[src/rtl/tinyml_pkg.sv]
// Shared types for the tinyml datapath: tile payload width, tile type and
// the tile buffer control states.
package tinyml_pkg;

   localparam int unsigned TILE_WIDTH = 256;

   typedef logic [TILE_WIDTH-1:0] tile_t;

   typedef enum logic [1:0] {
      EMPTY   = 2'd0,
      FILLING = 2'd1,
      READY   = 2'd2
   } tile_buf_state_t;

endpackage

[src/rtl/tile_ram.sv]
// Simple dual-port tile storage: one synchronous write port, one registered
// read port with read-before-write behaviour. The array is never reset.
module tile_ram #(
   parameter int unsigned TILE_WIDTH = 256,
   parameter int unsigned DEPTH      = 16,
   localparam int unsigned ADDR_W    = $clog2(DEPTH)
) (
   input  logic                  clk,
   input  logic                  we,
   input  logic [ADDR_W-1:0]     waddr,
   input  logic [TILE_WIDTH-1:0] wdata,
   input  logic                  re,
   input  logic [ADDR_W-1:0]     raddr,
   output logic [TILE_WIDTH-1:0] rdata
);

   logic [TILE_WIDTH-1:0] mem [DEPTH];
   logic [TILE_WIDTH-1:0] rdata_q;

   // Both ports sample on the same edge, so a same-index read sees old data.
   always_ff @(posedge clk) begin
      if (we) mem[waddr] <= wdata;
      if (re) rdata_q <= mem[raddr];
   end

   assign rdata = rdata_q;

endmodule

[src/rtl/tile_buffer.sv]
// Tile buffer between the DRAM tile loader and the compute stage: captures
// strobed tiles, flags a complete matrix, and serves registered tile reads.
module tile_buffer
   import tinyml_pkg::*;
#(
   parameter int unsigned TILE_WIDTH = tinyml_pkg::TILE_WIDTH,
   parameter int unsigned DEPTH      = 16,
   localparam int unsigned ADDR_W    = $clog2(DEPTH),
   localparam int unsigned CNT_W     = ADDR_W + 1
) (
   input  logic                  clk,
   input  logic                  rst,
   input  logic [TILE_WIDTH-1:0] tile_in,
   input  logic                  tile_valid,
   input  logic                  load_done,
   input  logic                  clear,
   input  logic                  rd_en,
   input  logic [ADDR_W-1:0]     rd_addr,
   output logic [TILE_WIDTH-1:0] rd_data,
   output logic                  rd_valid,
   output logic [CNT_W-1:0]      tile_count,
   output logic                  full,
   output logic                  ready,
   output logic                  overflow
);

   tile_buf_state_t state_q, state_d;
   logic [CNT_W-1:0]  count_q, count_d;
   logic [ADDR_W-1:0] wr_ptr_q, wr_ptr_d;
   logic              overflow_q, overflow_d;
   logic              full_q, full_d;
   logic              ready_q, ready_d;
   logic              rd_valid_q, rd_valid_d;
   logic              zero_q, zero_d;
   logic              we_c;
   logic [ADDR_W-1:0] waddr_c;
   logic              rd_hit_c;
   logic [TILE_WIDTH-1:0] ram_rdata;

   // Fill control: clear wins over any strobe in the same cycle.
   always_comb begin
      state_d    = state_q;
      count_d    = count_q;
      wr_ptr_d   = wr_ptr_q;
      overflow_d = overflow_q;
      we_c       = 1'b0;
      waddr_c    = wr_ptr_q;
      if (clear) begin
         state_d    = EMPTY;
         count_d    = '0;
         wr_ptr_d   = '0;
         overflow_d = 1'b0;
      end else begin
         case (state_q)
            EMPTY, READY: begin
               if (tile_valid) begin
                  we_c       = 1'b1;
                  waddr_c    = '0;
                  count_d    = CNT_W'(1);
                  wr_ptr_d   = ADDR_W'(1);
                  overflow_d = 1'b0;
                  state_d    = load_done ? READY : FILLING;
               end
            end
            FILLING: begin
               if (tile_valid) begin
                  if (count_q < CNT_W'(DEPTH)) begin
                     we_c    = 1'b1;
                     count_d = count_q + CNT_W'(1);
                     // Pointer parks on the last slot rather than wrapping.
                     if (wr_ptr_q != ADDR_W'(DEPTH - 1)) wr_ptr_d = wr_ptr_q + ADDR_W'(1);
                  end else begin
                     overflow_d = 1'b1;
                  end
               end
               if (load_done) state_d = READY;
            end
            default: state_d = EMPTY;
         endcase
      end
      full_d  = (count_d == CNT_W'(DEPTH));
      ready_d = (state_d == READY);
   end

   // Out-of-range reads return zero; zero_q also holds through idle cycles.
   always_comb begin
      rd_hit_c   = rd_en && ({1'b0, rd_addr} < count_q);
      rd_valid_d = rd_en;
      zero_d     = rd_en ? !rd_hit_c : zero_q;
   end

   always_ff @(posedge clk or posedge rst) begin
      if (rst) begin
         state_q    <= EMPTY;
         count_q    <= '0;
         wr_ptr_q   <= '0;
         overflow_q <= 1'b0;
         full_q     <= 1'b0;
         ready_q    <= 1'b0;
         rd_valid_q <= 1'b0;
         zero_q     <= 1'b1;
      end else begin
         state_q    <= state_d;
         count_q    <= count_d;
         wr_ptr_q   <= wr_ptr_d;
         overflow_q <= overflow_d;
         full_q     <= full_d;
         ready_q    <= ready_d;
         rd_valid_q <= rd_valid_d;
         zero_q     <= zero_d;
      end
   end

   tile_ram #(
      .TILE_WIDTH (TILE_WIDTH),
      .DEPTH      (DEPTH)
   ) u_ram (
      .clk   (clk),
      .we    (we_c),
      .waddr (waddr_c),
      .wdata (tile_in),
      .re    (rd_hit_c),
      .raddr (rd_addr),
      .rdata (ram_rdata)
   );

   assign rd_data    = zero_q ? '0 : ram_rdata;
   assign rd_valid   = rd_valid_q;
   assign tile_count = count_q;
   assign full       = full_q;
   assign ready      = ready_q;
   assign overflow   = overflow_q;

endmodule
[config.mk]
export PLATFORM = sky130hd
export DESIGN_NAME = tile_buffer
export DESIGN_NICKNAME = d
export VERILOG_FILES = /design/src/rtl/tinyml_pkg.sv /design/src/rtl/tile_ram.sv /design/src/rtl/tile_buffer.sv
export SDC_FILE = /design/constraint.sdc
export NUM_CORES = 2
export LEC_CHECK = 0
export BUFFER_PORTS_ARGS = -buffer_cell sky130_fd_sc_hd__buf_2
export CAP_MARGIN = 20
export CORE_MARGIN = 2
export CORE_UTILIZATION = 40
export DETAILED_ROUTE_END_ITERATION = 6
export SLEW_MARGIN = 20
export SYNTH_ARGS = -nofsm -noshare
export SYNTH_HDL_FRONTEND = slang
export SYNTH_SLANG_ARGS = --single-unit
export TNS_END_PERCENT = 10
[constraint.sdc]
create_clock -name clk -period 26.4 [get_ports clk]
set_input_delay 2.64 -clock clk [delete_from_list [all_inputs] [get_ports clk]]
set_output_delay 2.64 -clock clk [all_outputs]
set_load 0.03 [all_outputs]
# After elaboration in Yosys (flattened, before gate mapping)
# Memories as Yosys holds them, arrays and structs flattened. A register that Yosys moved wholly into a read port is not among the register bits.
# Index checks and enable logic that the tools add are counted.
[totals]
register_bits = 16
latchBits = 0
ram_bits = 4096
mem_bits_ro = 0
input_bits = 266
out_inout_bits = 265
mem_count = 1
[classes]
add_sub_neg = 2
n_mul = 0
n_div = 0
n_lt_le_gt_ge = 2
n_eq_ne = 10
shift = 0
muxes = 32
bitwise_logic = 0
reduce_logical = 7
[memory_table]
columns = ["memory", "depth", "word_bits", "read_ports", "rd_ports_with_merged_regs", "wr", "line", "rtl"]
rows = [
  ["u_ram.mem", 16, 256, 1, 1, 1, "tile_ram.sv:17", "logic [TILE_WIDTH-1:0] mem [DEPTH];"],
]
[ops]
columns = ["op", "count"]
rows = [
  ["256-bit two-way mux", 1],
  ["4-bit two-way mux", 8],
  ["5-bit two-way mux", 4],
  ["3-bit inequality test (second input constant)", 5],
  ["1-bit two-way mux", 10],
  ["5-bit case mux with 2 select lines", 1],
  ["2-bit two-way mux", 4],
  ["4-bit case mux with 2 select lines", 1],
  ["5-bit by 1-bit adder with 5-bit output (second input constant)", 1],
  ["5-bit equality test (second input constant)", 1],
  ["4-bit by 5-bit < comparator with 1-bit output", 1],
  ["5-bit < comparator (second input constant)", 1],
  ["5-bit AND reduction", 1],
  ["4-bit by 1-bit adder with 4-bit output (second input constant)", 1],
  ["2-bit equality test (second input constant)", 2],
  ["4-bit inequality test (second input constant)", 1],
  ["1-bit case mux with 2 select lines", 2],
  ["2-bit case mux with 2 select lines", 1],
  ["4-bit AND reduction", 1],
  ["3-bit nonzero test", 1],
  ["2-bit by 1-bit equality test with 1-bit output (second input constant)", 1],
  ["2-bit zero test", 1],
  ["2-bit OR reduction", 1],
  ["1-bit logical AND", 1],
  ["1-bit zero test", 1],
]

# Longest topological paths before layout
[logic_depth]
word_depth = 7
ltp_mapped = 7
depth_no_buf = 5

# Hierarchy
# Synthesis repeated with hierarchy kept, for this count alone.
[hier_totals]
hier_cells = 7030
hier_area_um2 = 163900.9
[by_module_without_submodules]
columns = ["module", "instances", "cells_per_inst", "area_per_inst_um2", "seq_area_each_um2"]
rows = [
  ["tile_ram", 1, 6648, 161218.4, 130685.3],
  ["tile_buffer", 1, 382, 2682.6, 401.6],
]

# Worst setup path after synthesis
# No wires, ideal clock.
[synth_path]
kind = "input port to flip-flop"
start = "input rd_addr[0]"
end = "register u_ram.rdata_q[0], in the netlist u_ram.rdata[0], read port of u_ram.mem, enable pin"
setup_ns = 0.958
t_arrival_ns = 15.815
t_required_ns = 25.442
path_slack_ns = 9.627
path_stages = 7
n_path_buf = 3
cell_sequence = "buf_2 > buf_6 > buf_6 > nand2b_1 > a21o_1 > a21o_1 > a21oi_1"
[synth_between]
elab_chain_len = 2
[synth_rtl]
columns = ["item", "line", "rtl"]
rows = [
  ["start: declaration", "tile_buffer.sv:18", "input logic [ADDR_W-1:0] rd_addr,"],
  ["4-bit by 5-bit < comparator with 1-bit output", "tile_buffer.sv:87", "rd_hit_c = rd_en && ({1'b0, rd_addr} < count_q);"],
  ["1-bit logical AND", "tile_buffer.sv:87", ""],
  ["via rd_hit_c", "tile_buffer.sv:37", "logic rd_hit_c;"],
  ["end: declaration", "tile_ram.sv:18", "logic [TILE_WIDTH-1:0] rdata_q;"],
]
# The timed path passes the listed nets, and every way through them passes these cells.
# A chain may end at the register's enable or synchronous reset.

# Final worst setup path
[layout_path]
start = "input rd_addr[1]"
end = "register u_ram.rdata_q[113], in the netlist u_ram.rdata[113], read port of u_ram.mem, data pin"
[layout_between]
elab_chain_len = 2
[layout_rtl]
columns = ["item", "line"]
rows = [
  ["4-bit by 5-bit < comparator with 1-bit output", "tile_buffer.sv:87"],
  ["1-bit logical AND", "tile_buffer.sv:87"],
]
# Parallel ways exist; a longest one is shown, timed or not.

==> flow_metrics.tcl <==
set metrics [dict create \
    status "complete, no violations" \
    synth_edf_count 4352 \
    fin_tns_setup_ns 0 \
    fp-row-count 234 \
    antenna_found_initial 163 \
    r2r_cells 9 \
    port_buffers 530 \
    grt_use_total 0.198 \
    hp-class "reg -> reg" \
    cts_tree "done" \
    synth_area_per_cell_um2 23.6 \
    finalPower_mw 14.6 \
    setup_viol 0 \
    tightest_slew_ns 1.11 \
    final_hold_viol_count 0 \
    post_cts_resized 0 \
    holdBufCountCts 0 \
    clk_pin_slew_ns 0.06 \
    cp-end-kind "flop" \
    clock_latency_ns 0.98 \
    rsz0062_at_grt "false" \
    die_h_um 642 \
    relSlewSlack 0.257 \
    synthesis.area_um2 163000 \
    fmax_mhz 129 \
    clkPwrFrac 0.427 \
    drt-wirelength-per-cell_um 30.7 \
    first_global_vias 79400 \
    cts_buffer_depth 4 \
    drive_gt1_frac 0.296 \
    drt_iter0_markers 8207 \
    p_seq_frac 0.528 \
    routed_wl_um 416000 \
    synth_cell_types 42 \
    synth_flop_cell "edfxtp_1" \
    crit_fanout 60 \
    core_um2 406000 \
    start_kind "input pin" \
    fin_skew_ns 0.0449 \
    synth_warnings 0 \
    synth-seq-area-share 0.804 \
    p_comb_frac 0.046 \
    mostFrequentLayoutCell "edfxtp_1" \
    busiest_layer "met2" \
    grt_use_met1 0.264 \
    critPathRequiredTime_ns 27.12 \
    synthCells 6897 \
    drv_cap 0 \
    vias 76200 \
    dieArea_um2 413000 \
    vdd_drop_max_mv 0.0712 \
    synth_fp_nets 7168 \
    crit_arrival_ns 8.47 \
    cts_sinks 4368 \
    slew_viol_final 0 \
    dr.pass1.iters 5 \
    numCtsBuffers 447 \
    ios 531 \
    grt_pass1_wl_um 591000 \
    post_cts_buffers 0 \
    use_met3 0.0358 \
    async_reset_ff_frac 0.00366 \
    power.switching_mw 3.10 \
    timing.final.crit_period_ns 7.75 \
    nets 7961 \
    dp_hpwl_um 218000 \
    hold_slack_ns 0.543 \
    cts-root-buf "clkbuf_16" \
    routabilityCongestion 0.735 \
    area_growth_pct 14.8 \
    whs_path_depth 2 \
    period_share 0.294 \
    p_leak_nw 59.2 \
    layout_common_cells "edfxtp_1 (4352), mux4_2 (1024), buf_2 (527)" \
    start_util 0.402 \
    die_x_um 642 \
    synth_seq_cells 4368 \
    h-tree-depth 5 \
    drc 0 \
    antenna_left 0 \
    critical_path_class "in -> reg" \
    swShare 0.212 \
    via_per_inst 5.63 \
    pwr_density_cell_nw_per_um2 78.3 \
    grt_overflow 0 \
    grt_max_degree 98 \
    internal_power_mw 11.5 \
    use_met2 0.337 \
]
## flip-flops by register name, indices dropped and copies added (netlist names)
signal	cells
rd_valid	1
full	1
tile_count	5
overflow	1
u_ram.mem	4096
u_ram.rdata	256
state_q	2
wr_ptr_q	4
zero_q	1
ready	1
## critical path: stages
cell,delay (ns)
buf_8,0.39
buf_4,0.71
buf_4,0.83
buf_4,0.68
buf_4,0.69
buf_4,0.73
buf_4,0.79
mux4_2,0.41
a22oi_1,0.23
nand2_1,0.08
## final timing paths
| path | startpoint | to | slack, ns |
|---|---|---|---|
| worst max-delay path | rd_addr[1] | u_ram.rdata[113]$_DFFE_PP_ | 18.65 |
| worst min register to register | overflow$_DFFE_PP0P_ | overflow$_DFFE_PP0P_ | 0.54 |
| min in group asynchronous | rst | rd_valid$_DFF_PP0_ | 1.73 |
| max in group asynchronous | rst | state_q[1]$_DFF_PP0_ | 24.24 |
| worst min-delay path | overflow$_DFFE_PP0P_ | overflow$_DFFE_PP0P_ | 0.54 |
| worst max register to register | state_q[0]$_DFF_PP0_ | u_ram.mem[15][99]$_DFFE_PP_ | 20.60 |
## power by group through the flow
stage	registers (mW)	clock network (mW)	logic [mW]
after global placement	7.87	0	0.669
after global routing	7.72	6.64	0.727
after detailed placement	7.87	0	0.685
final	7.72	6.24	0.671
after CTS	7.72	6.38	0.686
after floorplan	7.88	0	0.415
## cell usage after synthesis (24+ instances only)
library cell / count / share of area
edfxtp_1: 4352 / 0.80
mux4_2: 1024 / 0.14
a22oi_1: 446 / 0.021
nor2b_1: 263 / 0.010
nand2_1: 226 / 0.0052
clkbuf_1: 194 / 0.0045
buf_2: 102 / 0.0031
o22ai_1: 48 / 0.0018
buf_1: 41 / 0.00094
nor2_1: 36 / 0.00083
buf_6: 29 / 0.0020
a21oi_1: 24 / 0.00074
## kinds of logic (layout without fill, tap and decap cells)
logic type,Yosys count,after routing,synth area share
flops,4368,4368,0.804
simple gates,560,560,0.0175
other cells,0,54,0
buf+inv,380,1533,0.0109
compound gates,540,540,0.0241
mux,1044,1044,0.143
fa+ha+maj,5,5,0.000384
## cell type report
type,instances,area (um2)
antenna,54,135
fill,33600,219000
inverter,10,37.5
sequential,4368,131000
multi-input combinational,2149,30300
tap,5428,6790
clock buffer,538,11500
timing repair buffer,714,4230
clock inverter,271,2980
## routing by layer
| layer | part of all wire | vias to the layer above |
|---|---|---|
| li1 | - | 31100 |
| met4 | 0.025 | 78 |
| met5 | 0.0012 | - |
| met3 | 0.069 | 708 |
| met2 | 0.50 | 2796 |
| met1 | 0.40 | 41500 |
## stage by stage
stage                      util  setup slack (ns)  cells  instance area (um2)
after floorplan               -              9.63   6897               163000
after global placement    0.425             17.62  12700               172000
after detailed placement  0.425             17.54  12700               172000
after CTS                 0.461             18.64  13500               187000
after global routing      0.461             18.20  13500               187000
final                     0.461             18.65  13500               187000
No activity file was read; power rests on OpenSTA's default activity.
